--- config.mk ---
export PLATFORM = sky130hd
export DESIGN_NAME = regfile_wb
export DESIGN_NICKNAME = d
export VERILOG_FILES = /design/src/rtl/regfile_wb.sv
export SDC_FILE = /design/constraint.sdc
export NUM_CORES = 2
export LEC_CHECK = 0
export BUFFER_PORTS_ARGS = -buffer_cell sky130_fd_sc_hd__buf_2
export CORE_UTILIZATION = 30
export DETAILED_ROUTE_END_ITERATION = 12
export GPL_TIMING_DRIVEN = 0
export HOLD_SLACK_MARGIN = 0.06
export PLACE_DENSITY = 0.46
export SLEW_MARGIN = 40
export SYNTH_ARGS = -nofsm -noshare
export SYNTH_HDL_FRONTEND = slang
export SYNTH_SLANG_ARGS = --single-unit
--- constraint.sdc ---
create_clock -name clk -period 6.3 [get_ports clk]
set_input_delay 0.945 -clock clk [delete_from_list [all_inputs] [get_ports clk]]
set_output_delay 0.945 -clock clk [all_outputs]
set_load 0.01 [all_outputs]
--- src/rtl/regfile_wb.sv ---
// Write-back register file for KGP_RISC: 2 bypassed combinational read ports,
// 1 write port fed by the write-back select mux, and a per-register pending scoreboard.
module regfile_wb #(
  parameter int NREG = 32,
  parameter int W    = 32,
  parameter int AW   = 5
) (
  input  logic          clk,
  input  logic          rst,
  input  logic [AW-1:0] rs_addr,
  input  logic [AW-1:0] rt_addr,
  output logic [W-1:0]  rs_data,
  output logic [W-1:0]  rt_data,
  input  logic          wr_en,
  input  logic [AW-1:0] wr_addr,
  input  logic [W-1:0]  wr_data,
  input  logic          lock_en,
  input  logic [AW-1:0] lock_addr,
  output logic          rs_busy,
  output logic          rt_busy,
  output logic          hazard
);

  logic [W-1:0]    regs [NREG];
  logic [NREG-1:0] pending;
  logic [NREG-1:0] pending_nxt;

  logic wr_act;
  logic lock_act;
  logic rs_hit;
  logic rt_hit;

  assign wr_act   = wr_en   && (wr_addr   != '0);
  assign lock_act = lock_en && (lock_addr != '0);
  assign rs_hit   = wr_en && (wr_addr == rs_addr);
  assign rt_hit   = wr_en && (wr_addr == rt_addr);

  // A retiring write clears the bit first; a lock in the same cycle then
  // re-arms it, so a newer outstanding load to the same register wins.
  // NOTE: every always_comb output gets a default first so no latch is inferred.
  always_comb begin
    pending_nxt = pending;
    if (wr_act)   pending_nxt[wr_addr]   = 1'b0;
    if (lock_act) pending_nxt[lock_addr] = 1'b1;
  end

  // NOTE: the array is reset explicitly because reset must clear architectural
  // state immediately; this costs a flop-based array rather than a RAM macro.
  // NOTE: sequential state uses non-blocking assignments only.
  always_ff @(posedge clk or negedge rst) begin
    if (!rst) begin
      for (int i = 0; i < NREG; i++) regs[i] <= '0;
      pending <= '0;
    end else begin
      if (wr_act) regs[wr_addr] <= wr_data;
      pending <= pending_nxt;
    end
  end

  // Register 0 is hardwired to zero and never busy regardless of write/lock traffic.
  always_comb begin
    rs_data = '0;
    rs_busy = 1'b0;
    if (rs_addr != '0) begin
      rs_data = rs_hit ? wr_data : regs[rs_addr];
      rs_busy = pending[rs_addr] && !rs_hit;
    end
  end

  always_comb begin
    rt_data = '0;
    rt_busy = 1'b0;
    if (rt_addr != '0) begin
      rt_data = rt_hit ? wr_data : regs[rt_addr];
      rt_busy = pending[rt_addr] && !rt_hit;
    end
  end

  assign hazard = rs_busy | rt_busy;

endmodule

==> results.yml <==
outcome:
  status: "finished, final reports clean"
timing:
  rsz0062_at_grt: "false"
  slew_headroom_pct: 28.3
  setup_violations: 0
  min_period_ps: 5970
  slew_viol_final: 0
  worst_slew_pin_slew_ps: 1070
  setup_ws_ps: 326
  whs_ps: 452
  fmax_mhz: 167
  clock_skew_ps: 0
  hold_violations: 0
  post-route-period-util_pct: 94.8
  setup_tns_ps: 0
global_route:
  grt_pass1_vias: 42500
  overflow: 0
  antenna_found_initial: 43
  grt_max_degree: 97
  grt.total_usage_pct: 32.7
  grt_pass1_wl_mm: 415
placement:
  io_buffers: 114
  gp_congestion: 1.03
  dp.cells: 6610
  dp_slack_ps: 632
  dpl_cell_area_um2: 62400
  dp_hpwl_mm: 216
setup_path:
  cp_data_required_time_ps: 5350
  reg2reg_from: "pending[31]"
  worstReg2RegEnd: "pending[31]"
  critPathSlowestCell: "buf_2"
  criticalPathCategory: "input pin to output pin"
  arrival_ps: 5030
  slowest_delay_ps: 800
  worstSetupEndpointType: "output pin"
  cp-startpoint: "rs_addr[1]"
  path_cells: "buf_2 > buf_2 > buf_2 > buf_2 > nand2_1 > o22ai_1 > nor4_1 > nor3_1 > nor2_1 > buf_2"
  cp-start-kind: "input pin"
  critPathMaxFanout: 11
  crit_top_cell: "buf_2"
  rr_worst_depth: 2
  reg2reg_slack_ps: 5450
layout:
  final_cell_count_no_fill: 6859
  drive_gt1_share_pct: 49.6
  finalInstanceArea_um2: 66700
  final_util_pct: 35.4
  nNetsFinal: 4304
  mostFrequentLayoutCell: "dfrtp_1"
  areaGrowthSynthToFinish_pct: 16.6
  final_cell_mix: "1056 x dfrtp_1, 997 x mux2_2, 442 x mux4_2"
  fill_cells: 18400
floorplan:
  initial_core_util_pct: 30.3
  rows: 159
  ios: 123
  die_x_um: 439
  dieArea_um2: 192000
  coreArea_um2: 189000
  die_y_um: 439
synth:
  ys_seq_area_share_pct: 46.2
  synthArstFlopShare_pct: 100
  synth_ff_type: "dfrtp_1"
  syn-num-nets: 4006
  synth.ff_latch_count: 1056
  synth_edf_count: 0
  synth_cells: 3950
  synth.distinct_cells: 70
  syn_area_per_cell_um2: 14.5
  ys.warnings.count: 0
  syn_area_um2: 57200
drt:
  drt-total-wl_mm: 318
  first_pass_iters: 6
  drc: 0
  final_antenna_net_count: 0
  wire_per_inst_um: 46.4
  drt_iter0_drc: 5975
  vias: 43400
  route.detailed.vias_per_inst: 6.32
clock_tree:
  cts_buffers: 130
  root_buffer: "clkbuf_16"
  clk_pin_slew_ps: 60
  cts_resized: 0
  tritoncts: "done"
  postCtsSetupRepairBufs: 0
  holdBufCountCts: 1
  clockBufferDepth: 3
  cts_max_level: 4
  insertion_delay_ps: 790
  clock-sinks: 1056
job:
  maxCapViolCount: 0
worst_hold_path:
  hp-start: "wr_data[4]"
  worstHoldPathType: "input pin to flip-flop"
  hold_depth: 2
  min_delay_worst_endpoint: "regs[4]"
pwr:
  p_total_mw: 21.6
  ir_drop_mv: 0.206
  p_leak_nw: 28.7
  p_per_area_nw_per_um2: 324
==> cell usage after synthesis (all sizes together), types with 5 or more instances <==
cell / instances / area share [%]
buf: 239 / 2.9
inv: 15 / 0.098
nand4: 6 / 0.077
nor2: 80 / 0.53
xnor2: 10 / 0.15
or2: 9 / 0.098
a22oi: 25 / 0.33
mux2i: 209 / 3.7
a21oi: 18 / 0.16
nand2: 95 / 0.62
nor2b: 17 / 0.19
a211oi: 46 / 0.63
a22o: 41 / 0.63
clkbuf: 203 / 1.3
a221o: 16 / 0.28
o211ai: 21 / 0.28
a32o: 14 / 0.24
a221oi: 57 / 0.89
dfrtp: 1056 / 46
nor4: 5 / 0.055
mux4: 442 / 17
nor3b: 8 / 0.11
a211o: 10 / 0.15
o32ai: 6 / 0.092
mux2: 1005 / 20
o22a: 6 / 0.092
and2: 6 / 0.066
o21ai: 80 / 0.71
nor3: 30 / 0.27
o22ai: 75 / 0.82
nand2b: 11 / 0.12
nand3: 41 / 0.36
==> metal layers <==
metal	global-route usage [%]	wire length (um)
met5	0	126
met2	46.2	133000
met4	21.4	24400
met1	41.4	122000
met3	12.7	37800
==> flip-flops by register name, indices dropped and copies added (netlist names) <==
register  count
pending      32
regs       1024
==> cells by family (layout without fill, tap and decap cells) <==
kind of cell,after synthesis,after routing,synth area share (%)
buffers and inverters,457,848,4.35
XOR/XNOR,10,10,0.153
other,0,23,0
multiplexers,1656,1656,40.8
flip-flops,1056,1056,46.2
AO/OA/AOI/OAI,444,444,5.73
AND/OR/NAND/NOR,327,327,2.76
==> power by group <==
| group | switching (mW) | leakage, nW | internal (mW) | total, mW |
|---|---|---|---|---|
| sequential | 1.01 | 13.5 | 8.08 | 9.10 |
| clock | 3.27 | 2.08 | 4.44 | 7.71 |
| combinational | 2.35 | 13.2 | 2.47 | 4.82 |
| total | 6.63 | 28.7 | 15.0 | 21.6 |
==> worst max path at each step <==
stage / endpoint / slack (ps) / cells past startpoint
2_1_floorplan: rt_data[2] / 2870 / 9
3_3_place_gp: regs[922] / -20890 / 1
3_5_place_dp: rs_data[1] / 630 / 10
4_1_cts: rs_data[1] / 630 / 10
5_1_grt: rs_data[1] / 490 / 10
6_report: rs_data[1] / 330 / 10
==> area by class of cell <==
class	count	area, um2	share of cell area [%]
Clock inverter	33	389	0.583
Buffer	442	2540	3.80
Inverter	15	56.3	0.0844
Timing Repair Buffer	166	1850	2.77
Multi-Input combinational cell	2437	28500	42.7
Clock buffer	192	3820	5.72
Tap cell	2495	3120	4.68
Antenna cell	23	57.6	0.0862
Sequential cell	1056	26400	39.6
==> worst max-delay path: cells and delay by family <==
family	cells	cell delay, ps
AOI/OAI and AO/OA	1	400
buffers and inverters	5	2500
and+or+nand+nor	4	1130
Power figures use the tool's default switching activity.
